$ cat config.mk
export PLATFORM = sky130hd
export DESIGN_NAME = cache_control_nway
export DESIGN_NICKNAME = d
export VERILOG_FILES = /design/src/rtl/cache_control_nway.sv
export SDC_FILE = /design/constraint.sdc
export NUM_CORES = 1
export LEC_CHECK = 0
export BUFFER_PORTS_ARGS = -buffer_cell sky130_fd_sc_hd__clkbuf_2
export CAP_MARGIN = 20
export CORE_MARGIN = 2
export CORE_UTILIZATION = 35
export DETAILED_ROUTE_END_ITERATION = 8
export PLACE_DENSITY = 0.53
export RECOVER_POWER = 50
export SLEW_MARGIN = 20
export SYNTH_ARGS = -nofsm -noshare
export SYNTH_HDL_FRONTEND = slang
export SYNTH_SLANG_ARGS = --single-unit
$ cat constraint.sdc
create_clock -name clk -period 9 [get_ports clk]
set_input_delay 1.8 -clock clk [delete_from_list [all_inputs] [get_ports clk]]
set_output_delay 1.8 -clock clk [all_outputs]
set_load 0.1 [all_outputs]
$ cat src/rtl/cache_control_nway.sv
// ============================================================================
// Module      : cache_control_nway
// Description : Control FSM for a WAYS-way set-associative write-back,
//               write-allocate cache with tree-PLRU and saturating counters.
// Revision    : 1.0 - initial release
// ============================================================================
`timescale 1ns/1ps
`default_nettype none

module cache_control_nway #(
  parameter int WAYS  = 4,
  parameter int WAY_W = $clog2(WAYS),
  parameter int CNT_W = 32
) (
  input  logic              clk,
  input  logic              reset,
  input  logic              mem_read,
  input  logic              mem_write,
  output logic              mem_resp,
  input  logic [WAYS-1:0]   hit_vec,
  input  logic [WAYS-1:0]   valid_vec,
  input  logic [WAYS-1:0]   dirty_vec,
  input  logic [WAYS-2:0]   plru_out,
  output logic [WAYS-2:0]   plru_in,
  output logic              load_plru,
  output logic [WAYS-1:0]   load_tag,
  output logic [WAYS-1:0]   load_valid,
  output logic [WAYS-1:0]   load_dirty,
  output logic              dirty_in,
  output logic [WAYS-1:0]   load_data,
  output logic              datastore_in_sel,
  output logic              pmem_addr_sel,
  output logic [WAY_W-1:0]  victim_way,
  output logic              pmem_read,
  output logic              pmem_write,
  input  logic              pmem_resp,
  output logic [CNT_W-1:0]  hit_count,
  output logic [CNT_W-1:0]  miss_count,
  output logic [CNT_W-1:0]  wb_count
);

  typedef enum logic [1:0] {
    c_idle = 2'd0,
    c_wb   = 2'd1,
    c_fill = 2'd2
  } state_t;

  localparam logic [CNT_W-1:0] c_cnt_max = '1;
  localparam logic [CNT_W-1:0] c_cnt_one = CNT_W'(1);

  state_t             r_state;
  logic [WAY_W-1:0]   r_victim;
  logic [CNT_W-1:0]   r_hit_cnt;
  logic [CNT_W-1:0]   r_miss_cnt;
  logic [CNT_W-1:0]   r_wb_cnt;

  logic               w_req;
  logic               w_hit;
  logic [WAY_W-1:0]   w_hit_way;
  logic [WAY_W-1:0]   w_victim;
  logic [WAYS-1:0]    w_hit_oh;
  logic [WAYS-1:0]    w_vic_oh;

  function automatic logic [WAY_W-1:0] lowest_set(input logic [WAYS-1:0] v);
    lowest_set = '0;
    for (int i = WAYS - 1; i >= 0; i--) begin
      if (v[i]) lowest_set = WAY_W'(i);
    end
  endfunction

  // Tree is padded to WAYS bits so a WAY_W-bit node index always fits.
  function automatic logic [WAY_W-1:0] plru_walk(input logic [WAYS-2:0] t);
    logic [WAYS-1:0]  tree;
    logic [WAY_W-1:0] node;
    logic             b;
    tree      = {1'b0, t};
    node      = '0;
    plru_walk = '0;
    for (int l = 0; l < WAY_W; l++) begin
      b         = tree[node];
      plru_walk = WAY_W'({plru_walk, b});
      node      = WAY_W'(2 * int'(node) + 1 + int'(b));
    end
  endfunction

  function automatic logic [WAYS-2:0] plru_update(input logic [WAYS-2:0] t,
                                                  input logic [WAY_W-1:0] w);
    logic [WAYS-1:0]  tree;
    logic [WAY_W-1:0] node;
    logic [WAY_W-1:0] path;
    logic             b;
    tree = {1'b0, t};
    node = '0;
    path = w;
    for (int l = 0; l < WAY_W; l++) begin
      b          = path[WAY_W-1];
      tree[node] = ~b;
      node       = WAY_W'(2 * int'(node) + 1 + int'(b));
      path       = path << 1;
    end
    plru_update = tree[WAYS-2:0];
  endfunction

  assign w_req     = mem_read | mem_write;
  assign w_hit     = |hit_vec;
  assign w_hit_way = lowest_set(hit_vec);
  assign w_victim  = (&valid_vec) ? plru_walk(plru_out) : lowest_set(~valid_vec);
  assign w_hit_oh  = WAYS'(1) << w_hit_way;
  assign w_vic_oh  = WAYS'(1) << r_victim;

  always_ff @(posedge clk) begin
    if (reset) begin
      r_state    <= c_idle;
      r_victim   <= '0;
      r_hit_cnt  <= '0;
      r_miss_cnt <= '0;
      r_wb_cnt   <= '0;
    end else begin
      case (r_state)
        c_idle: begin
          if (w_req && w_hit) begin
            if (r_hit_cnt != c_cnt_max) r_hit_cnt <= r_hit_cnt + c_cnt_one;
          end else if (w_req) begin
            r_victim <= w_victim;
            if (r_miss_cnt != c_cnt_max) r_miss_cnt <= r_miss_cnt + c_cnt_one;
            r_state <= (valid_vec[w_victim] && dirty_vec[w_victim]) ? c_wb : c_fill;
          end
        end
        c_wb: begin
          if (pmem_resp) begin
            if (r_wb_cnt != c_cnt_max) r_wb_cnt <= r_wb_cnt + c_cnt_one;
            r_state <= c_fill;
          end
        end
        c_fill: begin
          if (pmem_resp) r_state <= c_idle;
        end
        default: r_state <= c_idle;
      endcase
    end
  end

  // Outputs are forced low throughout any reset cycle, whatever the state.
  always_comb begin
    mem_resp         = 1'b0;
    plru_in          = '0;
    load_plru        = 1'b0;
    load_tag         = '0;
    load_valid       = '0;
    load_dirty       = '0;
    dirty_in         = 1'b0;
    load_data        = '0;
    datastore_in_sel = 1'b0;
    pmem_addr_sel    = 1'b0;
    pmem_read        = 1'b0;
    pmem_write       = 1'b0;
    if (!reset) begin
      case (r_state)
        c_idle: begin
          if (w_req && w_hit) begin
            mem_resp  = 1'b1;
            load_plru = 1'b1;
            plru_in   = plru_update(plru_out, w_hit_way);
            if (mem_write) begin
              datastore_in_sel = 1'b1;
              load_data        = w_hit_oh;
              load_dirty       = w_hit_oh;
              dirty_in         = 1'b1;
            end
          end
        end
        c_wb: begin
          pmem_write    = 1'b1;
          pmem_addr_sel = 1'b1;
        end
        c_fill: begin
          pmem_read  = 1'b1;
          load_tag   = w_vic_oh;
          load_valid = w_vic_oh;
          load_dirty = w_vic_oh;
          if (pmem_resp) load_data = w_vic_oh;
        end
        default: ;
      endcase
    end
  end

  assign victim_way = reset ? '0 : r_victim;
  assign hit_count  = reset ? '0 : r_hit_cnt;
  assign miss_count = reset ? '0 : r_miss_cnt;
  assign wb_count   = reset ? '0 : r_wb_cnt;

endmodule

`default_nettype wire

After elaboration in Yosys (flattened, before gate mapping)
Cells that the tools add are included.
{ "totals": {"ff_bits": 100, "latch_bits": 0, "mem_bits_rw": 0, "rom_bits": 0, "input_bits": 20, "output_inout_bits": 124, "word_cells": 92, "n_memories": 0} }
{ "classes": {"addsub": 5, "multipliers": 0, "div_mod_pow": 0, "n_lt_le_gt_ge": 4, "eq_ne": 9, "n_shift": 2, "n_mux": 51, "bitwise_logic": 5, "n_reduce_logical": 11} }
{ "ops": {"columns": ["operator", "n"], "rows": [
  ["32-bit by 1-bit adder with 32-bit output, second input constant", 3],
  ["32-bit 2-to-1 mux", 3],
  ["32-bit != test, second input constant", 3],
  ["2-bit 2-to-1 mux", 15],
  ["4-bit 2-to-1 mux", 7],
  ["4-bit case mux with 2 select lines", 2],
  ["1-bit 2-to-1 mux", 15],
  ["4-bit AND reduction", 3],
  ["2-bit by 3-bit less-than comparator with 1-bit output, second input constant", 3],
  ["3-bit 2-to-1 mux", 3],
  ["3-bit AND reduction", 3],
  ["2-bit != test, second input constant", 4],
  ["1-bit by 2-bit left shift with 4-bit output, first input constant", 2],
  ["1-bit binary-select mux with 2-bit select", 3],
  ["2-bit case mux with 3 select lines", 1],
  ["1-bit by 1-bit adder with 2-bit output, first input constant", 2],
  ["4-bit bitwise mux", 1],
  ["4-bit NOT", 1],
  ["4-bit OR reduction", 1],
  ["1-bit logical AND", 3],
  ["1-bit NOT", 3],
  ["1-bit demux with 2-bit select", 1],
  ["2-bit by 1-bit == test with 1-bit output, second input constant", 1],
  ["2-bit == test, second input constant", 1],
  ["3 further kinds", 3]
]} }

Logic depth before layout (Yosys ltp)
Gate-level depths: netlist of run 1.
{ "logic_depth": {"word_depth": 13, "ltp_mapped": 7, "depth_no_buf": 6} }

Worst setup path before layout of run 1
Ideal clock, no wire load.
{ "synth_path": {"path_kind": "input port to output port", "startpoint": "input port reset", "endpoint": "output port load_valid[0]", "arrival_ps": 5090, "required_ps": 7200, "path_slack_ps": 2110, "path_stages": 5, "path_buffers": 4, "cell_sequence": "clkbuf_1 clkbuf_1 buf_1 nor3_1 buf_4"} }
{ "synth_between": {"elab_chain_len": 1} }
{ "synth_lines": {"columns": ["element", "line", "source"], "rows": [
  ["start: declaration", "16", "input logic reset,"],
  ["4-bit 2-to-1 mux", null, null],
  ["end: declaration", "27", "output logic [WAYS-1:0] load_valid,"]
]} }
Every way passes these cells.

Worst setup path in the final report of run 1
{ "layout_path": {"startpoint": "input port reset", "endpoint": "output port miss_count[27]"} }
{ "layout_between": {"elab_chain_len": 1} }
{ "layout_lines": {"columns": ["element", "line", "source"], "rows": [
  ["32-bit 2-to-1 mux", "190", "assign miss_count = reset ? '0 : r_miss_cnt;"],
  ["end: declaration", "38", "output logic [CNT_W-1:0] miss_count,"]
]} }
Every way passes these cells.

==> impl_metrics.py, run 1 <==
metrics = {
    "routing": {
        "final_antenna_net_count": 0,
        "first_iter_violations": 304,
        "drt-pass1-iter-count": 5,
        "vias": 5603,
        "viasPerCell": 5.11,
        "drc": 0,
        "wirelength_mm": 15.5,
        "avgRoutedWirePerCell_um": 14.2,
    },
    "worst_setup_path": {
        "r2r-end": "r_miss_cnt[15]",
        "path_cells": "buf_6, buf_4, nor2b_1, clkbuf_2",
        "r2r_start": "r_state[0]",
        "worstSetupPathType": "in2out",
        "worst_path_max_delay_cell": "buf_4",
        "rrSetupSlack_ps": 5910,
        "max_stage_delay_ps": 870,
        "start_kind": "input pin",
        "cp_top_family": "buffers and inverters",
        "critPathCaptureType": "primary output",
        "worst-path-buf-inv": 3,
        "critPathMaxFanout": 108,
        "reg2reg_depth": 5,
        "cp_data_required_time_ps": 7200,
        "cp.arrival_ps": 3930,
    },
    "place": {
        "io_buffers": 143,
        "gp_congestion": 0.760,
        "dp_hpwl_mm": 11.6,
    },
    "logic_synthesis": {
        "synth_edf_count": 0,
        "synthFlopType": "dfxtp_1",
        "synth_xor_area_share_pct": 0.738,
        "synth_mux_area_share_pct": 11.5,
        "synthDistinctLibCells": 52,
        "synth_top_area_share_pct": 33.7,
        "synth.largest_area_cell": "dfxtp_1",
        "syn_avg_cell_area_um2": 7.77,
        "yosys-top-cells-area": "dfxtp_1 (34%), nor2b_1 (9.2%), mux2_2 (8.5%), nor2_1 (6.8%), nand2_1 (3.7%)",
        "netlist_area_um2": 5940,
        "ys_top_cells_by_count": "nor2_1 (108), dfxtp_1 (100), nor2b_1 (87), nand2_1 (59), mux2_2 (45)",
        "synth-seq-cells": 100,
        "synthCells": 764,
        "synth_top_family_by_area": "simple AND/OR/NAND/NOR gates",
        "yosysMostFrequentCell": "nor2_1",
        "synthesis.nets": 787,
        "synthArstFlopShare_pct": 0,
        "synth-simple-area-share_pct": 40.8,
        "synth-compound-area-share_pct": 8.01,
        "ys_seq_area_share_pct": 33.7,
        "synthAdderAreaFrac_pct": 0.632,
        "ys.warnings.count": 0,
    },
    "global_routing": {
        "grt_max_degree": 109,
        "grt_pass1_wl_mm": 25.0,
        "track_usage_pct": 17.0,
        "grt_pass1_vias": 5043,
        "antenna_found_initial": 0,
        "grt_remaining_overflow": 0,
    },
    "clocking": {
        "clock_sinks": 100,
        "cts_tree": "done",
        "cts_buffer_depth": 2,
        "cts.repair.resized": 0,
        "clkTransAtPathRegs_ps": 60,
        "post-cts-setup-buffer-count": 0,
        "cts_made_buffers": 9,
        "h-tree-depth": 3,
        "root_buffer": "clkbuf_16",
        "cts_hold_buf": 0,
        "clkLatencyLatePin_ps": 350,
    },
    "worst_hold_path": {
        "hold_depth": 2,
        "worst_hold_path_type": "reg2reg",
        "min-delay-start": "r_wb_cnt[28]",
        "min_to": "r_wb_cnt[28]",
    },
    "sta": {
        "period_share_pct": 63.7,
        "worstMarginPinSlew_ps": 1210,
        "clock_skew_ps": 6.82,
        "hold_viol": 0,
        "min_period_ps": 5730,
        "slew_headroom_pct": 20.0,
        "hold_ws_ps": 510,
        "timing.fmax_mhz": 174,
        "tns_ps": 0,
        "rsz0062_at_grt": "no",
        "setup_viol": 0,
        "slew_viol_final": 0,
    },
    "floorplanning": {
        "start_util_pct": 35.8,
        "ioPinCount": 144,
        "die_x_um": 134,
        "die_h_um": 134,
        "rows": 47,
        "dieArea_um2": 18000,
        "core_um2": 16600,
    },
    "power_and_ir_drop": {
        "ir_drop_v": 0.0000876,
        "powerDensity_nw_per_um2": 129,
        "leakagePower_nw": 2.71,
    },
    "finish": {
        "drive_gt1_share_pct": 22.6,
        "layout.nets": 897,
        "diodes": 0,
        "syn_to_final_growth_pct": 17.6,
    },
    "run_status": {
        "outcome": "complete, no violations",
    },
    "run": {
        "drv_cap": 0,
    },
}
[per-layer routing]
layer / vias up / GRT usage, % / wire length (µm) / part of all wire, %
met5: - / 0 / 0 / 0
met4: 0 / 5.15 / 184 / 1.2
met3: 12 / 3.55 / 642 / 4.1
met2: 103 / 26.0 / 6900 / 44
met1: 2544 / 24.0 / 7820 / 50
li1: 2944 / - / - / -
[cells in the final DEF, fill, tap and decap left out, drive strengths merged, types with 2 or more instances in the layout]
| master | count |
|---|---|
| o41ai | 2 |
| and2 | 5 |
| o2111ai | 2 |
| nand3 | 25 |
| and4 | 7 |
| nand4b | 2 |
| a31oi | 2 |
| nor2 | 108 |
| dfxtp | 100 |
| a21oi | 31 |
| nand2 | 59 |
| nand2b | 4 |
| ha | 3 |
| or3 | 23 |
| nor3b | 3 |
| nor4 | 21 |
| nor4b | 6 |
| mux2 | 57 |
| clkbuf | 154 |
| and3 | 2 |
| nor3 | 36 |
| mux2i | 4 |
| xnor2 | 3 |
| inv | 16 |
| nand4 | 28 |
| or4 | 19 |
| nor2b | 87 |
| o31ai | 6 |
| a211oi | 2 |
| o21ai | 30 |
| or2 | 8 |
| or4b | 2 |
| clkinv | 2 |
| buf | 4 |
| o21a | 3 |
| nand3b | 2 |
| xor2 | 2 |
[cell families (layout without fill, tap and decap cells)]
| family | Yosys count | in the layout |
|---|---|---|
| buffers and inverters | 63 | 176 |
| multiplexers | 61 | 61 |
| adder cells (fa/ha/maj) | 3 | 3 |
| AO/OA/AOI/OAI | 83 | 83 |
| AND/OR/NAND/NOR | 449 | 449 |
| XOR/XNOR | 5 | 5 |
| flip-flops | 100 | 100 |
[worst reg2reg max path, delay by kind of cell (launching register included)]
kind	cells	cell delay [ps]
mux	1	360
simple gates	4	2250
flops	1	370
[through the flow]
stage                     area [µm²]  utilization, %  std cells  power (mW)  worst slack (ps)
after global routing            6980            42.1       1097       0.938              3070
after global placement          6750            40.7       1083       0.539              3270
after floorplan                 5940               -        764       0.523              2110
final                           6980            42.1       1097       0.900              3270
after CTS                       7020            42.3       1097       0.919              3260
after detailed placement        6750            40.7       1083       0.540              3260
[worst max path at each step]
stage / from / to / depth (start not counted)
global route: reset / miss_count[27] / 4
global placement: reset / miss_count[25] / 4
finish: reset / miss_count[27] / 4
detailed placement: reset / miss_count[25] / 4
floorplan: reset / load_valid[0] / 5
CTS: reset / miss_count[25] / 4
[where the power goes]
group | total (mW) | internal (mW) | switching [mW] | leakage (nW)
combinational | 0.0815 | 0.0165 | 0.0650 | 1.77
clock | 0.372 | 0.206 | 0.165 | 0.140
sequential | 0.447 | 0.444 | 0.00254 | 0.806
total | 0.900 | 0.667 | 0.233 | 2.71
[state kept, by name (all words and copies together) (netlist names)]
| name | count |
|---|---|
| r_miss_cnt | 32 |
| r_victim | 2 |
| r_state | 2 |
| r_hit_cnt | 32 |
| r_wb_cnt | 32 |
[cell type report]
cell class,count,area (µm²)
Timing Repair Buffer,146,727
Clock inverter,2,10.0
Tap cell,220,275
Inverter,16,60.1
Fill cell,1798,9600
Clock buffer,12,267
Sequential cell,100,2000
Multi-Input combinational cell,601,3640
(Power assumes the default switching activity.)
==> inputs of run 2 (changes only) <==
--- a/config.mk
+++ b/config.mk
@@ -5,12 +5,13 @@
 export SDC_FILE = /design/constraint.sdc
 export NUM_CORES = 1
 export LEC_CHECK = 0
+export ABC_AREA = 1
 export BUFFER_PORTS_ARGS = -buffer_cell sky130_fd_sc_hd__clkbuf_2
 export CAP_MARGIN = 20
 export CORE_MARGIN = 2
 export CORE_UTILIZATION = 35
 export DETAILED_ROUTE_END_ITERATION = 8
-export PLACE_DENSITY = 0.53
+export PLACE_DENSITY = 0.52
 export RECOVER_POWER = 50
 export SLEW_MARGIN = 20
 export SYNTH_ARGS = -nofsm -noshare
==> constraint.sdc (replaced) <==
create_clock -name clk -period 5.8 [get_ports clk]
set_input_delay 1.16 -clock clk [delete_from_list [all_inputs] [get_ports clk]]
set_output_delay 1.16 -clock clk [all_outputs]
set_load 0.1 [all_outputs]
==> run 2 against run 1 <==
- sequential share of layout area is 5.2 points lower
- via count is 47% higher
- critical path type is now reg2reg
- clock skew is 8.1 ps higher
- wire length is 57% higher
- critical endpoint is now r_hit_cnt[9]
- count of clock-buffer cells in the layout is 1 lower
- largest cell class unchanged
- global-route usage is 4.7 points higher
- register-to-register slack worse by 4700 ps
- largest power group unchanged
- cell count is 59% higher
- first-iteration DRC count is 62% higher
==> impl_metrics.py, run 2 <==
metrics = {
    "routing": {
        "drt-pass1-iter-count": 5,
        "first_iter_violations": 492,
        "vias": 8251,
        "wirelength_mm": 24.3,
        "viasPerCell": 4.74,
        "final_antenna_net_count": 0,
        "avgRoutedWirePerCell_um": 14.0,
        "drc": 0,
    },
    "logic_synthesis": {
        "synthesis.nets": 1378,
        "synthDistinctLibCells": 34,
        "synthArstFlopShare_pct": 0,
        "syn_avg_cell_area_um2": 5.56,
        "yosysMostFrequentCell": "nand2_1",
        "synth_edf_count": 0,
        "ys.warnings.count": 0,
        "netlist_area_um2": 7530,
        "synth_top_area_share_pct": 26.6,
        "yosys-top-cells-area": "dfxtp_1 (27%), nand2_1 (24%), nor2_1 (15%), inv_1 (7.2%), nand3_1 (5.0%)",
        "synth.largest_area_cell": "dfxtp_1",
        "synthCells": 1355,
        "synthFlopType": "dfxtp_1",
        "synth-seq-cells": 100,
        "ys_seq_area_share_pct": 26.6,
        "ys_top_cells_by_count": "nand2_1 (476), nor2_1 (292), inv_1 (144), dfxtp_1 (100), nand3_1 (75)",
    },
    "finish": {
        "reg.largest.list": "r_hit_cnt (32), r_miss_cnt (32), r_wb_cnt (32)",
        "fill_cells": 2464,
        "diodes": 0,
        "layout_common_cells": "nand2_1 (481), nor2_1 (295), inv_1 (146), clkbuf_2 (130), dfxtp_1 (100)",
        "syn_to_final_growth_pct": 13.1,
        "fin_util_pct": 40.4,
        "layout.nets": 1486,
        "layout_commonest_cell": "nand2_1",
        "drive_gt1_share_pct": 12.1,
    },
    "worst_hold_path": {
        "min-delay-start": "r_hit_cnt[3]",
        "worst_hold_path_type": "reg2reg",
        "hold_depth": 2,
    },
    "clocking": {
        "clkLatencyLatePin_ps": 360,
        "cts_tree": "done",
        "cts.repair.resized": 0,
        "clock_sinks": 100,
        "h-tree-depth": 3,
        "post-cts-setup-buffer-count": 0,
        "clkTransAtPathRegs_ps": 70,
        "root_buffer": "clkbuf_16",
        "cts_made_buffers": 9,
        "cts_hold_buf": 0,
        "cts_buffer_depth": 2,
    },
    "worst_setup_path": {
        "start_kind": "flop",
        "worstSetupPathType": "reg2reg",
        "cp.arrival_ps": 4790,
        "worst_path_max_delay_cell": "nand2_1",
        "critPathLaunch": "r_hit_cnt[1]",
        "critPathMaxFanout": 29,
        "cp_data_required_time_ps": 6000,
        "critPathCaptureType": "flop",
        "crit_top_cell": "nand2_1",
        "path_cells": "ha_1, nand2_1, nor2_1, nand2_1, nor2_8, nand3_1, nand2_1, inv_1, nand2_1, a21oi_1",
        "r2r_start": "r_hit_cnt[1]",
        "max_stage_delay_ps": 1200,
        "reg2reg_depth": 10,
    },
    "run": {
        "drv_cap": 0,
    },
    "run_status": {
        "outcome": "complete, no violations",
    },
    "sta": {
        "rsz0062_at_grt": "no",
        "slew_headroom_pct": 10.2,
        "hold_ws_ps": 494,
        "setup_viol": 0,
        "clock_skew_ps": 15.0,
        "period_share_pct": 79.1,
        "min_period_ps": 4590,
        "hold_viol": 0,
        "tns_ps": 0,
        "timing.fmax_mhz": 218,
        "slew_viol_final": 0,
        "worstMarginPinSlew_ps": 1340,
    },
    "power_and_ir_drop": {
        "leakagePower_nw": 3.30,
        "powerDensity_nw_per_um2": 172,
        "ir_drop_v": 0.000131,
    },
    "floorplanning": {
        "start_util_pct": 35.7,
        "dieArea_um2": 22700,
        "rows": 53,
        "ioPinCount": 144,
        "die_x_um": 151,
        "die_h_um": 151,
        "core_um2": 21100,
    },
    "global_routing": {
        "antenna_found_initial": 1,
        "grt_pass1_vias": 7355,
        "grt_pass1_wl_mm": 38.5,
        "grt_remaining_overflow": 0,
        "grt_max_degree": 112,
        "track_usage_pct": 21.7,
    },
    "place": {
        "gp_congestion": 0.907,
        "dp_hpwl_mm": 18.6,
        "io_buffers": 143,
    },
}
==> run 2: report_power, final <==
group | internal, mW | switching (mW) | total, mW | leakage (nW)
registers | 0.689 | 0.00546 | 0.695 | 0.806
clock network | 0.344 | 0.285 | 0.630 | 0.138
logic | 0.0235 | 0.120 | 0.144 | 2.36
==> run 2: path summary, 6_finish.rpt <==
path	to	slack, ps
worst max register to register	r_hit_cnt[9]	1210
worst min register to register	r_hit_cnt[3]	490
worst min-delay path	r_hit_cnt[3]	490
worst max-delay path	r_hit_cnt[9]	1210
==> run 2: metrics by stage <==
step	instance area [µm²]	setup slack [ps]	power, mW	std cells
2_1_floorplan	7540	607	0.830	1355
3_3_place_gp	8360	1700	0.858	1727
3_5_place_dp	8360	1650	0.858	1727
4_1_cts	8650	1650	1.49	1742
5_1_grt	8510	801	1.53	1742
6_report	8510	1210	1.47	1742
==> run 2: per-layer routing <==
layer / GRT usage [%] / routed length [µm] / up-vias / share of wire [%]
li1: - / - / 4365 / -
met1: 30.2 / 11800 / 3686 / 49
met2: 35.5 / 11100 / 176 / 45
met3: 3.12 / 1090 / 22 / 4.5
met4: 5.00 / 332 / 2 / 1.4
met5: 0 / 16 / - / 0.066
==> run 2: worst max-delay path, delay by kind of cell, from the launching register on <==
kind	cells	cell delay, ps
flip-flops	1	440
buffers and inverters	1	740
AND/OR/NAND/NOR	7	2950
adder cells (fa/ha/maj)	1	230
AO/OA/AOI/OAI	1	80
==> run 2: kinds of logic after synthesis <==
kind of cell / share of synthesized area, %
AND/OR/NAND/NOR: 49.4
buffers and inverters: 11.2
AO/OA/AOI/OAI: 8.62
flip-flops: 26.6
XOR/XNOR: 3.72
adder cells (fa/ha/maj): 0.499
==> run 2: layout make-up <==
type / instances / area, µm² / area share (%)
well taps: 275 / 344 / 4.04
clock inverters: 4 / 50.0 / 0.588
multi-input cells: 1056 / 4580 / 53.7
repair buffers: 148 / 744 / 8.74
flip-flops and latches: 100 / 2000 / 23.5
inverters: 148 / 556 / 6.52
clock buffers: 11 / 243 / 2.85
==> inputs of run 3 (changes only) <==
--- a/config.mk
+++ b/config.mk
@@ -5,13 +5,13 @@
 export SDC_FILE = /design/constraint.sdc
 export NUM_CORES = 1
 export LEC_CHECK = 0
-export ABC_AREA = 1
+export ABC_AREA = 0
 export BUFFER_PORTS_ARGS = -buffer_cell sky130_fd_sc_hd__clkbuf_2
 export CAP_MARGIN = 20
 export CORE_MARGIN = 2
 export CORE_UTILIZATION = 35
 export DETAILED_ROUTE_END_ITERATION = 8
-export PLACE_DENSITY = 0.52
+export PLACE_DENSITY = 0.55
 export RECOVER_POWER = 50
 export SLEW_MARGIN = 20
 export SYNTH_ARGS = -nofsm -noshare
==> constraint.sdc (replaced) <==
create_clock -name clk -period 3.9 [get_ports clk]
set_input_delay 0.78 -clock clk [delete_from_list [all_inputs] [get_ports clk]]
set_output_delay 0.78 -clock clk [all_outputs]
set_load 0.1 [all_outputs]
==> run 3 against run 2 <==
- global-route usage is 5.5 points lower
- wire length decreased by 38%
- register-to-register slack gained 130 ps
- non-clock buffer count increased by 3
- largest cell class unchanged
- highest routed layer is now met4
- total power rose by 49%
- critical path depth down 4
- cell count shrank 37%
- worst setup slack worse by 550 ps
- sequential power is 48% higher
==> impl_metrics.py, run 3 (synthesized netlist as in run 1, its figures left out) <==
metrics = {
    "run_status": {
        "outcome": "complete, no violations",
    },
    "clocking": {
        "clkLatencyLatePin_ps": 360,
        "h-tree-depth": 3,
        "cts_made_buffers": 9,
        "post-cts-setup-buffer-count": 0,
        "clkTransAtPathRegs_ps": 70,
        "root_buffer": "clkbuf_16",
        "cts.repair.resized": 0,
        "cts_hold_buf": 0,
        "cts_tree": "done",
        "clock_sinks": 100,
        "cts_buffer_depth": 2,
    },
    "routing": {
        "final_antenna_net_count": 0,
        "drt-pass1-iter-count": 4,
        "wirelength_mm": 15.0,
        "avgRoutedWirePerCell_um": 13.6,
        "viasPerCell": 5.14,
        "drc": 0,
        "vias": 5667,
        "first_iter_violations": 256,
    },
    "finish": {
        "layout_common_cells": "clkbuf_2 (106), nor2_1 (103), dfxtp_1 (100), nor2b_1 (87), nand2_1 (59)",
        "diodes": 0,
        "layout_commonest_cell": "clkbuf_2",
        "final_cell_area_um2": 7080,
        "fin_util_pct": 42.7,
        "syn_to_final_growth_pct": 19.3,
        "drive_gt1_share_pct": 21.4,
        "layout.nets": 902,
        "finalNonFillerCells": 1103,
        "reg.largest.list": "r_hit_cnt (32), r_miss_cnt (32), r_wb_cnt (32)",
    },
    "worst_setup_path": {
        "reg2reg_depth": 5,
        "start_kind": "input pin",
        "critPathLaunch": "hit_vec[0]",
        "r2r_start": "r_state[0]",
        "rrSetupSlack_ps": 1340,
        "cp_data_required_time_ps": 3120,
        "critPathCaptureType": "primary output",
        "cp.arrival_ps": 2460,
        "critPathCapture": "plru_in[1]",
        "r2r-end": "r_miss_cnt[21]",
        "critPathMaxFanout": 10,
        "worstSetupPathType": "in2out",
    },
    "sta": {
        "worstMarginPinSlew_ps": 1200,
        "setup_viol": 0,
        "period_share_pct": 83.0,
        "rsz0062_at_grt": "no",
        "slew_headroom_pct": 20.5,
        "slew_viol_final": 0,
        "timing.fmax_mhz": 309,
        "min_period_ps": 3240,
        "hold_viol": 0,
        "clock_skew_ps": 11.0,
        "hold_ws_ps": 508,
    },
    "floorplanning": {
        "rows": 47,
        "die_h_um": 134,
        "core_um2": 16600,
        "start_util_pct": 35.8,
        "die_x_um": 134,
        "dieArea_um2": 18000,
        "ioPinCount": 144,
    },
    "global_routing": {
        "antenna_found_initial": 0,
        "track_usage_pct": 16.2,
        "grt_pass1_vias": 4979,
        "grt_max_degree": 91,
        "grt_pass1_wl_mm": 24.0,
        "grt_remaining_overflow": 0,
    },
    "place": {
        "io_buffers": 143,
        "dp_hpwl_mm": 11.1,
        "dpl.cell_count": 1088,
        "gp_congestion": 0.775,
        "dpl_cell_area_um2": 6830,
    },
    "worst_hold_path": {
        "worst_hold_path_type": "reg2reg",
        "min-delay-start": "r_miss_cnt[12]",
        "hold_depth": 2,
    },
    "power_and_ir_drop": {
        "pwr-share-seq_pct": 47.0,
        "switchingPower_mw": 0.563,
        "comb_power_share_pct": 8.7,
        "p_int_mw": 1.63,
        "clockPowerShare_pct": 44.3,
        "leakagePower_nw": 2.67,
        "powerDensity_nw_per_um2": 309,
        "ir_drop_v": 0.000253,
        "p_sw_share_pct": 25.7,
    },
    "run": {
        "drv_cap": 0,
    },
}
[run 3: how the worst min path moves through the flow]
stage | to | slack, ps
finish | r_miss_cnt[12] | 510
CTS | r_wb_cnt[16] | 510
global route | r_wb_cnt[22] | 540
floorplan | r_wb_cnt[16] | 460
global placement | r_wb_cnt[28] | 490
detailed placement | r_wb_cnt[22] | 500
[run 3: routing by layer]
| layer | vias up | share of wire (%) | GRT usage [%] | routed length, µm |
|---|---|---|---|---|
| li1 | 2946 | - | - | - |
| met1 | 2603 | 49 | 21.4 | 7340 |
| met2 | 108 | 45 | 25.9 | 6760 |
| met3 | 10 | 5.1 | 4.42 | 773 |
| met4 | 0 | 1.1 | 4.91 | 171 |
| met5 | - | 0 | 0 | 0 |
[run 3: metrics by stage]
| stage | setup TNS (ps) | power [mW] | setup slack (ps) |
|---|---|---|---|
| floorplan | -3320 | 1.21 | -950 |
| global placement | 0 | 1.25 | 590 |
| detailed placement | 0 | 1.25 | 578 |
| CTS | 0 | 2.23 | 677 |
| global route | 0 | 2.28 | 523 |
| finish | 0 | 2.19 | 663 |
[run 3: cell type report]
class | count | area, µm²
fillers | 1784 | 9500
multi-input cells | 601 | 3680
flip-flops and latches | 100 | 2000
repair buffers | 151 | 754
well taps | 220 | 275
clock buffers | 10 | 229
clock inverters | 5 | 85.1
inverters | 16 | 60.1
[run 3: worst max-delay path: stages]
cell,delay (ps)
clkbuf_1,240
nor4_1,140
or3_1,530
nor2_2,180
o21a_1,130
clkbuf_2,450
[run 3: power groups by stage]
stage	sequential (mW)	clock [mW]	combinational, mW
floorplan	1.05	0	0.155
finish	1.03	0.971	0.190
CTS	1.03	1.01	0.194
global route	1.03	1.04	0.206
detailed placement	1.05	0	0.193
global placement	1.05	0	0.192
